`src/rtl/uart_pkg.sv`:
```
// rtl/uart_pkg.sv - UART frame constants and state naming shared by the transmit and receive sides
package uart_pkg;

    localparam int   DATA_W    = 8;
    localparam logic LINE_IDLE = 1'b1;

    typedef enum logic [2:0] {
        IDLE   = 3'd0,
        START  = 3'd1,
        DATA   = 3'd2,
        PARITY = 3'd3,
        STOP   = 3'd4
    } uart_state_e;

    // Even parity makes the total count of ones (data + parity) even;
    // odd parity is its complement.
    function automatic logic parity_bit(input logic [DATA_W-1:0] b, input logic odd);
        return (^b) ^ odd;
    endfunction

endpackage

```
`src/rtl/uart_bit_timer.sv`:
```
// rtl/uart_bit_timer.sv - per-bit tick counter for the UART serialiser
//
// Ports:
//   baud_tx     in   oversampled baud clock
//   reset       in   asynchronous active-low reset
//   en          in   count ticks while high
//   clr         in   hold the counter at zero (wins over en)
//   bit_end     out  high during the final tick of the current bit
//   bit_pre_end out  high during the tick just before the final one
module uart_bit_timer #(
    parameter int TICKS_PER_BIT = 9
) (
    input  logic baud_tx,
    input  logic reset,
    input  logic en,
    input  logic clr,
    output logic bit_end,
    output logic bit_pre_end
);

    localparam int CNT_W = (TICKS_PER_BIT > 2) ? $clog2(TICKS_PER_BIT) : 1;
    localparam logic [CNT_W-1:0] TICK_LAST = CNT_W'(TICKS_PER_BIT - 1);
    localparam logic [CNT_W-1:0] TICK_PRE  = CNT_W'(TICKS_PER_BIT - 2);

    logic [CNT_W-1:0] tick_cnt;

    always_ff @(posedge baud_tx or negedge reset) begin
        if (!reset) begin
            tick_cnt <= '0;
        end else if (clr) begin
            tick_cnt <= '0;
        end else if (en) begin
            if (tick_cnt == TICK_LAST) begin
                tick_cnt <= '0;
            end else begin
                tick_cnt <= tick_cnt + 1'b1;
            end
        end
    end

    assign bit_end     = en && (tick_cnt == TICK_LAST);
    // Lets the owner register a pulse that lands exactly on the final tick.
    assign bit_pre_end = en && (tick_cnt == TICK_PRE);

endmodule

```
`src/rtl/uart_tx.sv`:
```
// rtl/uart_tx.sv - UART transmitter: one byte per frame, LSB first, optional parity, 1 or 2 stop bits
//
// Ports:
//   baud_tx   in   oversampled baud clock, all logic on posedge
//   reset     in   asynchronous active-low reset
//   data_tx   in   byte to send, latched on accept
//   tx_valid  in   host offers a byte on data_tx
//   tx_ready  out  block accepts a byte this cycle
//   tx        out  serial line, idle high
//   tx_busy   out  frame in progress (start bit through last stop bit)
//   tx_done   out  one-cycle pulse on the final tick of the last stop bit
module uart_tx
    import uart_pkg::*;
#(
    parameter int TICKS_PER_BIT = 9,
    parameter int PARITY_EN     = 0,
    parameter int PARITY_ODD    = 0,
    parameter int STOP_BITS     = 1
) (
    input  logic              baud_tx,
    input  logic              reset,
    input  logic [DATA_W-1:0] data_tx,
    input  logic              tx_valid,
    output logic              tx_ready,
    output logic              tx,
    output logic              tx_busy,
    output logic              tx_done
);

    localparam logic [2:0] BIT_LAST  = 3'(DATA_W - 1);
    localparam logic       STOP_LAST = (STOP_BITS == 2) ? 1'b1 : 1'b0;

    uart_state_e       state_q, state_n;
    logic [DATA_W-1:0] shift_q, shift_n;
    logic [2:0]        bit_cnt_q, bit_cnt_n;
    logic              stop_cnt_q, stop_cnt_n;
    logic              par_q, par_n;
    logic              tx_n, ready_n, busy_n, done_n;
    logic              bit_end, bit_pre_end;
    logic              timer_en, timer_clr;

    // The timer idles at zero so the first tick after an accept is tick 0
    // of the start bit.
    assign timer_en  = (state_q != IDLE);
    assign timer_clr = (state_q == IDLE);

    uart_bit_timer #(
        .TICKS_PER_BIT(TICKS_PER_BIT)
    ) u_bit_timer (
        .baud_tx    (baud_tx),
        .reset      (reset),
        .en         (timer_en),
        .clr        (timer_clr),
        .bit_end    (bit_end),
        .bit_pre_end(bit_pre_end)
    );

    always_ff @(posedge baud_tx or negedge reset) begin
        if (!reset) begin
            state_q    <= IDLE;
            shift_q    <= '0;
            bit_cnt_q  <= '0;
            stop_cnt_q <= 1'b0;
            par_q      <= 1'b0;
            tx         <= LINE_IDLE;
            tx_ready   <= 1'b1;
            tx_busy    <= 1'b0;
            tx_done    <= 1'b0;
        end else begin
            state_q    <= state_n;
            shift_q    <= shift_n;
            bit_cnt_q  <= bit_cnt_n;
            stop_cnt_q <= stop_cnt_n;
            par_q      <= par_n;
            tx         <= tx_n;
            tx_ready   <= ready_n;
            tx_busy    <= busy_n;
            tx_done    <= done_n;
        end
    end

    always_comb begin
        state_n    = state_q;
        shift_n    = shift_q;
        bit_cnt_n  = bit_cnt_q;
        stop_cnt_n = stop_cnt_q;
        par_n      = par_q;
        done_n     = 1'b0;

        case (state_q)
            IDLE: begin
                if (tx_valid && tx_ready) begin
                    state_n    = START;
                    shift_n    = data_tx;
                    par_n      = parity_bit(data_tx, PARITY_ODD != 0);
                    bit_cnt_n  = '0;
                    stop_cnt_n = 1'b0;
                end
            end
            START: begin
                if (bit_end) begin
                    state_n   = DATA;
                    bit_cnt_n = '0;
                end
            end
            DATA: begin
                if (bit_end) begin
                    shift_n = shift_q >> 1;
                    if (bit_cnt_q == BIT_LAST) begin
                        state_n    = (PARITY_EN != 0) ? PARITY : STOP;
                        stop_cnt_n = 1'b0;
                    end else begin
                        bit_cnt_n = bit_cnt_q + 1'b1;
                    end
                end
            end
            PARITY: begin
                if (bit_end) begin
                    state_n    = STOP;
                    stop_cnt_n = 1'b0;
                end
            end
            STOP: begin
                // Raised one tick early so the registered pulse sits on the
                // final tick of the last stop bit.
                if (bit_pre_end && (stop_cnt_q == STOP_LAST)) begin
                    done_n = 1'b1;
                end
                if (bit_end) begin
                    if (stop_cnt_q == STOP_LAST) begin
                        state_n = IDLE;
                    end else begin
                        stop_cnt_n = stop_cnt_q + 1'b1;
                    end
                end
            end
            default: begin
                state_n = IDLE;
            end
        endcase
    end

    // Outputs are decoded from the next state so the registered line value
    // changes on the same edge as the state itself.
    always_comb begin
        tx_n = LINE_IDLE;
        case (state_n)
            START:   tx_n = 1'b0;
            DATA:    tx_n = shift_n[0];
            PARITY:  tx_n = par_n;
            default: tx_n = LINE_IDLE;
        endcase
        ready_n = (state_n == IDLE);
        busy_n  = (state_n != IDLE);
    end

endmodule
```
`config.mk`:
```
export PLATFORM = sky130hd
export DESIGN_NAME = uart_tx
export DESIGN_NICKNAME = d
export VERILOG_FILES = /design/src/rtl/uart_pkg.sv /design/src/rtl/uart_bit_timer.sv /design/src/rtl/uart_tx.sv
export SDC_FILE = /design/constraint.sdc
export NUM_CORES = 1
export LEC_CHECK = 0
export ABC_AREA = 1
export ABC_CLOCK_PERIOD_IN_PS = 3000
export CAP_MARGIN = 20
export CORE_ASPECT_RATIO = 0.9
export CORE_MARGIN = 2
export CORE_UTILIZATION = 50
export DETAILED_ROUTE_END_ITERATION = 8
export HOLD_SLACK_MARGIN = 0.06
export PLACE_DENSITY = 0.71
export SLEW_MARGIN = 10
export SYNTH_ARGS = -nofsm -noshare
export SYNTH_HDL_FRONTEND = slang
export SYNTH_SLANG_ARGS = --single-unit
```
`constraint.sdc`:
```
create_clock -name baud_tx -period 3 [get_ports baud_tx]
set_input_delay 0.3 -clock baud_tx [delete_from_list [all_inputs] [get_ports baud_tx]]
set_output_delay 0.3 -clock baud_tx [all_outputs]
set_load 0.03 [all_outputs]
```
# Word-level counts from Yosys, hierarchy flattened
# Index checks and enable logic that the tools add are counted.
# W data, S select, Z words.
[word_totals]
regBits = 24
output_inout_bits = 4
[classes]
n_bitwise = 1
add_sub_neg = 3
reduce_logical = 16
muxes = 31
eq_ne = 17
[op_table]
columns = ["op", "count"]
rows = [
  ["$mux W3", 11],
  ["$mux W8", 2],
  ["$pmux W8 S2", 1],
  ["$pmux W3 S5", 1],
  ["$eq A3 B2 Y1 const B", 4],
  ["$mux W4", 3],
  ["$ne A2 B2 Y1 const B", 6],
  ["$mux W1", 10],
  ["$pmux W3 S3", 1],
  ["$reduce_bool A3 Y1", 3],
  ["$reduce_xor A8 Y1", 1],
  ["$eq A3 B1 Y1 const B", 2],
  ["$eq A3 B3 Y1 const B", 2],
  ["$logic_not A3 Y1", 2],
  ["$reduce_and A6 Y1", 1],
  ["$reduce_and A5 Y1", 1],
  ["$add A4 B1 Y4 const B", 1],
  ["$eq A4 B3 Y1 const B", 1],
  ["$eq A4 B4 Y1 const B", 1],
  ["$logic_and A1 B1 Y1", 4],
  ["$pmux W1 S4", 1],
  ["$reduce_bool A2 Y1", 2],
  ["$reduce_bool A4 Y1", 1],
  ["$add A3 B1 Y3 const B", 1],
  ["5 further kinds", 5],
]

# Longest topological paths before layout
# Gate-level depths: netlist of the first run.
[depth]
depth_word = 6
ltp_mapped = 10
mapped_depth_nobuf = 10

# Modules after synthesis
# Synthesis of the first run repeated with hierarchy kept, for this count alone.
[unflattened]
cells_unflattened = 181
area_unflattened_um2 = 1356.3
[modules_own_cells]
columns = ["module", "seq_area_each_um2", "cells_per_inst", "instances", "area_per_inst_um2"]
rows = [
  ["uart_tx", 478.0, 149, 1, 1113.6],
  ["uart_bit_timer", 100.1, 32, 1, 242.7],
]

# Least setup slack after synthesis of the first run
# No wires, ideal clock.
[synth_timing]
path_kind = "reg2reg"
start = "register u_bit_timer.tick_cnt[0]"
end = "register tx_busy"
stages_incl_launch_ff = 11
arrival_time_ns = 1.397
slack_ns = 1.490
setup_time_ns = 0.113
n_path_buf = 0
path_cell_list = "dfrtp_1 -> inv_1 -> ha_1 -> nand2_1 -> nor2_2 -> nor2_1 -> a21oi_1 -> nand2_1 -> or2_4 -> nor2_4 -> inv_2"
[synth_between]
elab_chain_len = 5
elab_cells_between_ends = 8
classes_between = "eq/ne (1); mux (5); reduce/logical (2)"
[synth_lines]
columns = ["element", "line", "rtl"]
rows = [
  ["start, declared", "uart_bit_timer.sv:25", "logic [CNT_W-1:0] tick_cnt;"],
  ["start signal, assigned", "uart_bit_timer.sv:36", "tick_cnt <= tick_cnt + 1'b1;"],
  ["$eq A4 B4 Y1 (*)", "uart_bit_timer.sv:41", "assign bit_end = en && (tick_cnt == TICK_LAST);"],
  ["$logic_and A1 B1 Y1 (*)", "uart_bit_timer.sv:41", ""],
  ["$mux W3, on equally long branches", "-", ""],
  ["$pmux W3 S5 (*)", "uart_tx.sv:90", "case (state_q)"],
  ["net state_n[1]", "uart_tx.sv:33", "uart_state_e state_q, state_n;"],
  ["$reduce_bool A3 Y1 (*)", "uart_tx.sv:154", "busy_n = (state_n != IDLE);"],
  ["net busy_n", "uart_tx.sv:38", "logic tx_n, ready_n, busy_n, done_n;"],
  ["end signal, assigned", "uart_tx.sv:77", "tx_busy <= busy_n;"],
  ["end, declared", "uart_tx.sv:26", "output logic tx_busy,"],
]
# Mark *: on every way through the listed nets, which the timed path passes. The rest lies on a longest branch.
# A chain may end at the register's enable or synchronous reset.

# Worst setup path after layout of the first run
[layout_timing]
start = "register tx_ready"
end = "output tx_ready"
[layout_rtl]
columns = ["element", "line", "rtl"]
rows = [
  ["start, declared", "uart_tx.sv:24", "output logic tx_ready,"],
  ["start signal, assigned", "uart_tx.sv:76", "tx_ready <= ready_n;"],
]
# No word-level cell between the ends.

==> flow_summary.ini, run 1 <==
[status]
status = finished clean

[finish]
regArea_um2 = 578
antenna_cells = 0
nets = 200
area_growth_pct = 16.6
fin_area_mm2 = 0.00152
multi_input_area_um2 = 637
final_common_cell = nand2_1
mostFrequentLayoutCells = 60 x nand2_1, 21 x dfrtp_1, 19 x inv_1
final.fill_count = 224
drive_gt1_share_pct = 15.8

[yosys]
yosys_warnings = 0
yosysTopAreaCell = dfrtp_1
yosys.area_share.simple_pct = 33.9
ys_seq_area_share_pct = 44.3
synthCells = 165
synth_cell_types = 28
synthAdderAreaFrac_pct = 3.84
synth_top_family_by_area = simple AND/OR/NAND/NOR gates
yosys.area.top_type_share_pct = 40.3
synthTopCellsByArea = dfrtp_1 40%, nand2_1 17%, inv_1 5.5%, dfstp_2 4.0%, ha_1 3.8%
syn_area_per_cell_um2 = 7.91
synth_mux_area_share_pct = 0
ys_seq_elements = 23
synth-xor-area-share_pct = 0
synth-compound-area-share_pct = 11.0
syn-num-nets = 180
syn-cell-area_mm2 = 0.00131

[cts]
holdBufCountCts = 0
h-tree-depth = 1
cts_tree = done
cts_max_path_buffers = 2
cts_resized = 0
postCtsSetupBuffers = 0
clock_latency_ns = 0.30
clk_pin_slew_worst_paths_ns = 0.12
root_buffer = clkbuf_4
cts.sinks = 23
cts_made_buffers = 3

[sta]
final.setup_skew_ns = 0.00353
fmax_mhz = 552
rsz0062_at_grt = no
drv_slew = 0
setup_violations = 0
worstMarginPinSlew_ns = 0.577
fin_setup_tns_ns = 0
slew_headroom_pct = 61.4
fin_crit_sh_pct = 60.4
finalCriticalPeriod_ns = 1.81
hold_viol = 0

[grt]
grt_pass1_wl_um = 4300
antenna_found_initial = 0
overflow = 0
grtUsageTotal_pct = 18.6
grt_max_degree = 24
grt_pass1_vias = 1023

[floorplanning]
num_rows = 17
ios = 15
start_util_pct = 52.9
design.core.area_mm2 = 0.00247
die_area_mm2 = 0.00304
dieWidth_um = 57.9
die_h_um = 52.5

[worst_setup_path]
worst_path_largest_cell_delay_ns = 0.66
crit_chain = clkdlybuf4s50_1
worst-r2r-setup-slack_ns = 1.33
crit_fanout = 2
worstSetupStartpointType = flip-flop
crit_type = flip-flop to primary output
crit_arrival_ns = 1.51
cp_data_required_time_ns = 2.70
crit_family = buffers and inverters
worst_setup_path_end_kind = primary output
crit_buf_inv = 1
cp_slowest_cell = clkdlybuf4s50_1

[routing]
drtPass1Iterations = 4
routed-via-count = 1061
viasPerCell = 5.00
post_drt_wl_per_cell_um = 11.4
drc = 0
ant_nets = 0
drt-total-wl_um = 2430
drt_iter0_drc = 25

[place]
io_buffers = 14
place_area_mm2 = 0.00148
hpwl_um = 1910
gp_congestion = 0.798

[hold_path]
hold_path_class = primary input to async pin

[job]
drv_cap = 0

[pwr]
p_leak_nw = 0.773
ir_worst_vdd_uv = 371
power_density_mw_per_mm2 = 325
[registers in the layout, summed over array words and instances (netlist names)]
signal / count
tx: 1
tx_ready: 1
tx_done: 1
state_q: 3
shift_q: 8
bit_cnt_q: 3
par_q: 1
u_bit_timer.tick_cnt: 4
tx_busy: 1
[cell type report]
type / instances / area share (%)
Timing Repair Buffer: 15 / 10.2
Sequential cell: 23 / 38.0
Inverter: 24 / 5.92
Multi-Input combinational cell: 118 / 41.9
Clock buffer: 4 / 1.73
Tap cell: 28 / 2.30
[layer usage]
metal | vias to the layer above | track usage [%] | wire, um
li1 | 557 | - | -
met5 | - | 0 | 0
met2 | 20 | 29.9 | 1050
met3 | 0 | 5.19 | 117
met1 | 484 | 25.9 | 1260
met4 | 0 | 1.94 | 0
[synth_stat cells (all sizes together)]
cell    number
nand2       64
nor2        16
nand3        6
or2          3
o21ai       11
nor3         1
ha           4
o21a         1
dfrtp       21
o221ai       2
nand4        1
and2         1
a22oi        4
dfstp        2
a21oi        3
nor3b        1
inv         24
[final timing paths]
check                                        startpoint          to  cells after the start
max in group asynchronous                         reset          tx                      2
worst max-delay path                           tx_ready    tx_ready                      1
worst max register to register  u_bit_timer.tick_cnt[0]     tx_busy                     10
worst min-delay path                              reset  state_q[0]                      1
min in group baud_tx                         shift_q[6]  shift_q[6]                      2
worst min register to register               shift_q[6]  shift_q[6]                      2
[stage by stage]
step | std cells | power, mW | hold slack, ns | util (%) | setup slack, ns
after global placement | 207 | 0.359 | 0.466 | 60.0 | 1.39
after global routing | 212 | 0.519 | 0.371 | 61.7 | 1.15
after CTS | 211 | 0.499 | 0.498 | 61.1 | 1.17
final | 212 | 0.494 | 0.352 | 61.7 | 1.19
after floorplan | 165 | 0.334 | 0.00441 | - | 1.49
after detailed placement | 207 | 0.361 | 0.467 | 60.0 | 1.36
[cell families (layout without fill, tap and decap cells)]
logic type               count (synthesis)  in the layout
AO/OA/AOI/OAI                           21             21
adder cells (fa/ha/maj)                  4              4
buffers and inverters                   24             43
flip-flops                              23             23
AND/OR/NAND/NOR                         93             93
[worst register-to-register path: cells and delay by family, from the launching register on]
family / cells / cell delay [ns]
flops: 1 / 0.43
buf+inv: 2 / 0.10
simple gates: 6 / 0.76
fa+ha+maj: 1 / 0.17
compound gates: 1 / 0.12
[where the power goes]
group          internal [mW]  total (mW)  switching, mW
Sequential             0.310       0.310              0
Clock                 0.0518       0.137         0.0853
Combinational         0.0209      0.0469         0.0260
Total                  0.383       0.494          0.111
Note: power is estimated with default switching activity, not from simulation.
==> run 2, diff against run 1 <==
Settings changed: ABC_CLOCK_PERIOD_IN_PS 3000 to 1500, CORE_UTILIZATION 50 to 49, PLACE_DENSITY 0.71 to 0.73.
Clock period 3 ns to 1.5 ns, I/O delays scaled along.
==> flow_summary.ini, run 2 (same netlist as run 1, synthesis figures left out) <==
[finish]
drive_gt1_share_pct = 25.4
largest_reg_flops = 8
fin_area_mm2 = 0.00166
top_regs = shift_q (8), u_bit_timer.tick_cnt (4)
top_register = shift_q
final_common_cell = nand2_1
antenna_cells = 0
mostFrequentLayoutCells = 59 x nand2_1, 21 x dfrtp_1, 17 x inv_1
fin_cells = 225
area_growth_pct = 27.5
final_util_pct = 66.9
nets = 213
final.fill_count = 216

[sta]
drv_slew = 0
setup_violations = 1
rsz0062_at_grt = yes
final.setup_skew_ns = 0.000490
setup_slack_ns = -0.00570
worstMarginPinSlew_ns = 0.321
hold_viol = 0
finalCriticalPeriod_ns = 1.51
slew_headroom_pct = 78.5
fmax_mhz = 664
fin_crit_sh_pct = 100

[grt]
grtUsageTotal_pct = 19.6
grt_max_degree = 24
grt_pass1_vias = 1145
overflow = 0
grt_pass1_wl_um = 4600
antenna_found_initial = 0

[cts]
clock_latency_ns = 0.31
cts_made_buffers = 3
root_buffer = clkbuf_4
cts_max_path_buffers = 2
clk_pin_slew_worst_paths_ns = 0.12
cts.sinks = 23
h-tree-depth = 1
cts_tree = done
holdBufCountCts = 0

[routing]
post_drt_wl_per_cell_um = 11.9
viasPerCell = 5.16
drt-total-wl_um = 2680
drc = 0
drtPass1Iterations = 4
drt_iter0_drc = 62
routed-via-count = 1160
ant_nets = 0

[status]
status = complete, but fails checks
violations = negative setup slack

[worst_setup_path]
worst_path_largest_cell_delay_ns = 0.41
crit_chain = inv_2, ha_4, buf_4, nand2_4, o21ai_4, nand2_1, or2_4, nor2_4, inv_2
cp_slowest_cell = dfrtp_1
cp_data_required_time_ns = 1.72
crit_arrival_ns = 1.72
crit_fanout = 6
cpMostUsedCell = inv_2
crit_type = flip-flop to flip-flop
worst_setup_path_end_kind = flip-flop
crit_family = simple AND/OR/NAND/NOR gates
worstSetupStartpointType = flip-flop
crit_buf_inv = 3

[place]
hpwl_um = 2030
place_ws_ns = -0.0773
gp_congestion = 0.795
dp_cells = 214
place_area_mm2 = 0.00153
io_buffers = 14

[pwr]
ir_worst_vdd_uv = 562
finalPower_uw = 991
power_density_mw_per_mm2 = 596
p_leak_nw = 0.865

[floorplanning]
die_h_um = 53.0
num_rows = 17
dieWidth_um = 58.4
ios = 15
design.core.area_mm2 = 0.00249
die_area_mm2 = 0.00309
start_util_pct = 52.4

[hold_path]
hold_path_class = primary input to async pin

[job]
drv_cap = 0
-- run 2: cell types whose count changed in the layout (fill, tap and decap cells not counted), moves of 3 or more --
cell / change
buf_4: +14
o21ai_0: -3
clkdlybuf4s50_1: -4
o21ai_1: +3
-- run 2: power breakdown --
group	total (mW)	switching (mW)	internal [mW]
clock network	0.280	0.176	0.104
logic	0.0909	0.0510	0.0399
registers	0.620	0	0.620
total	0.991	0.227	0.764
-- run 2: final timing paths --
check	from	end	slack [ns]	cells after the start
max in group asynchronous	reset	tx	1.04	2
hold reg to reg	shift_q[0]	shift_q[0]	0.49	2
min in group baud_tx	shift_q[0]	shift_q[0]	0.49	2
setup / recovery	u_bit_timer.tick_cnt[1]	tx_busy	-0.006	9
hold / removal	reset	u_bit_timer.tick_cnt[1]	0.18	2
setup reg to reg	u_bit_timer.tick_cnt[1]	tx_busy	-0.006	9
-- run 2: metal layers --
layer	part of all wire [%]	track usage (%)	up-vias	wire length, um
met2	47	33.5	36	1270
met4	1.2	4.26	0	33
met1	46	24.7	532	1240
met5	0	0	-	0
met3	5.2	5.38	6	140
li1	-	-	586	-
-- run 2: cell type report --
class / instances / area (um^2) / area share [%]
clock buffers: 4 / 26.3 / 1.58
repair buffers: 28 / 248 / 14.9
multi-input cells: 118 / 687 / 41.3
well taps: 28 / 35.0 / 2.11
flip-flops and latches: 23 / 578 / 34.7
inverters: 24 / 90.1 / 5.41
-- run 2: repair_timing --
item | 4_1_cts | 5_1_grt
buffers inserted | 4 | 3
pin swaps | 1 | 3
resized for setup | 7 | 13
setup endpoints to repair | 5 | 10
gates cloned | 0 | 0
-- run 2: metrics by stage --
| step | setup TNS (ns) | hold WS, ns |
|---|---|---|
| after detailed placement | -0.0773 | 0.467 |
| after global placement | 0 | 0.465 |
| after global routing | -0.320 | 0.211 |
| after floorplan | -0.0105 | -0.146 |
| final | -0.00570 | 0.182 |
| after CTS | -0.0505 | 0.190 |
==> run 3, diff against run 2 <==
Settings changed: CORE_UTILIZATION 49 to 44, PLACE_DENSITY 0.73 to 0.67.
==> flow_summary.ini, run 3 (same netlist as run 1, synthesis figures left out) <==
[place]
gp_congestion = 0.803
io_buffers = 14
dp_cells = 227
hpwl_um = 1980
place_area_mm2 = 0.00156

[grt]
grt_use_met3_pct = 4.42
grtUsageTotal_pct = 16.5
antenna_found_initial = 0
grt_max_degree = 24
grt_pass1_wl_um = 4350
overflow = 0
grt_use_met1_pct = 24.1
top_usage_layer = met2
grt_pass1_vias = 1007
grt_use_met2_pct = 24.5

[routing]
drc = 0
ant_nets = 0
drt-total-wl_um = 2690
routed-via-count = 1121
post_drt_wl_per_cell_um = 11.4
drt_iter0_drc = 62
viasPerCell = 4.75
drtPass1Iterations = 4

[sta]
fmax_mhz = 644
finalCriticalPeriod_ns = 1.55
drv_slew = 0
hold_viol = 0
final.setup_skew_ns = 0.00204
setup_slack_ns = -0.0528
fin_crit_sh_pct = 104
timing.hold.ws_ns = 0.184
slew_headroom_pct = 78.9
rsz0062_at_grt = yes
setup_violations = 1
worstMarginPinSlew_ns = 0.316

[finish]
top_regs = shift_q (8), u_bit_timer.tick_cnt (4)
largest_reg_flops = 8
mostFrequentLayoutCells = 59 x nand2_1, 21 x dfrtp_1, 17 x inv_1
drive_gt1_share_pct = 25.5
nets = 212
final_util_pct = 60.0
final.fill_count = 274
final_common_cell = nand2_1
area_growth_pct = 28.5
antenna_cells = 0
fin_area_mm2 = 0.00168
fin_cells = 236
top_register = shift_q

[cts]
holdBufCountCts = 0
clk_pin_slew_worst_paths_ns = 0.12
clock_latency_ns = 0.30
root_buffer = clkbuf_4
cts_tree = done
cts_made_buffers = 3
cts_max_path_buffers = 2
h-tree-depth = 1
cts.sinks = 23

[floorplanning]
die_area_mm2 = 0.00342
ios = 15
design.core.area_mm2 = 0.00279
die_h_um = 55.7
start_util_pct = 46.7
dieWidth_um = 61.4
num_rows = 18

[worst_setup_path]
crit_arrival_ns = 1.77
crit_type = flip-flop to flip-flop
worst_setup_path_end_kind = flip-flop
crit_fanout = 3
worstSetupStartpointType = flip-flop
cp_data_required_time_ns = 1.72

[pwr]
finalPower_uw = 992
ir_worst_vdd_uv = 523
power_density_mw_per_mm2 = 592
p_leak_nw = 0.854

[status]
status = complete, but fails checks
violations = negative setup slack

[job]
drv_cap = 0

[hold_path]
hold_path_class = primary input to async pin
-- run 3: what timing repair did --
action,CTS,global route
gates resized for setup,3,17
setup endpoints to repair,5,8
setup buffers,2,3
gates cloned,0,0
pin swaps,0,2
-- run 3: layout make-up --
| class | instances | area, um^2 | area share (%) |
|---|---|---|---|
| tap | 40 | 50.0 | 2.99 |
| timing repair buffer | 27 | 240 | 14.3 |
| clock buffer | 4 | 26.3 | 1.57 |
| sequential | 23 | 578 | 34.5 |
| multi-input combinational | 118 | 692 | 41.3 |
| inverter | 24 | 90.1 | 5.37 |
-- run 3: final timing paths --
path,start,endpoint,slack (ns),depth (start not counted)
max,u_bit_timer.tick_cnt[0],tx_busy,-0.05,10
min,reset,u_bit_timer.tick_cnt[2],0.18,2
max reg2reg,u_bit_timer.tick_cnt[0],tx_busy,-0.05,10
min reg2reg,shift_q[0],shift_q[0],0.49,2
max in group asynchronous,reset,tx_ready,1.04,2
min in group baud_tx,shift_q[0],shift_q[0],0.49,2
-- run 3: layer usage --
layer,up-vias,wire length (um)
li1,581,-
met1,522,1270
met2,18,1330
met3,0,89
met4,0,0
met5,-,0
-- run 3: stage by stage --
step                setup WS (ns)  TNS (ns)
finish                    -0.0528   -0.0528
detailed placement        -0.0662   -0.0662
global placement          -0.0137   -0.0137
floorplan                 -0.0105   -0.0105
global route               -0.111    -0.220
CTS                       -0.0746   -0.0797
-- run 3: critical path, cell delays in order, from the launching register on --
cell and delay, ns:
dfrtp_1 0.41, inv_2 0.07, ha_4 0.16, nand2_4 0.06
nor2_4 0.12, nor2_2 0.06, a21oi_1 0.11, nand2_1 0.09
or2_4 0.26, nor2_4 0.10, inv_2 0.03
-- run 3: report_power, final --
group | total (mW) | internal, mW | switching (mW)
Combinational | 0.0903 | 0.0399 | 0.0504
Clock | 0.281 | 0.104 | 0.178
Sequential | 0.620 | 0.620 | 0
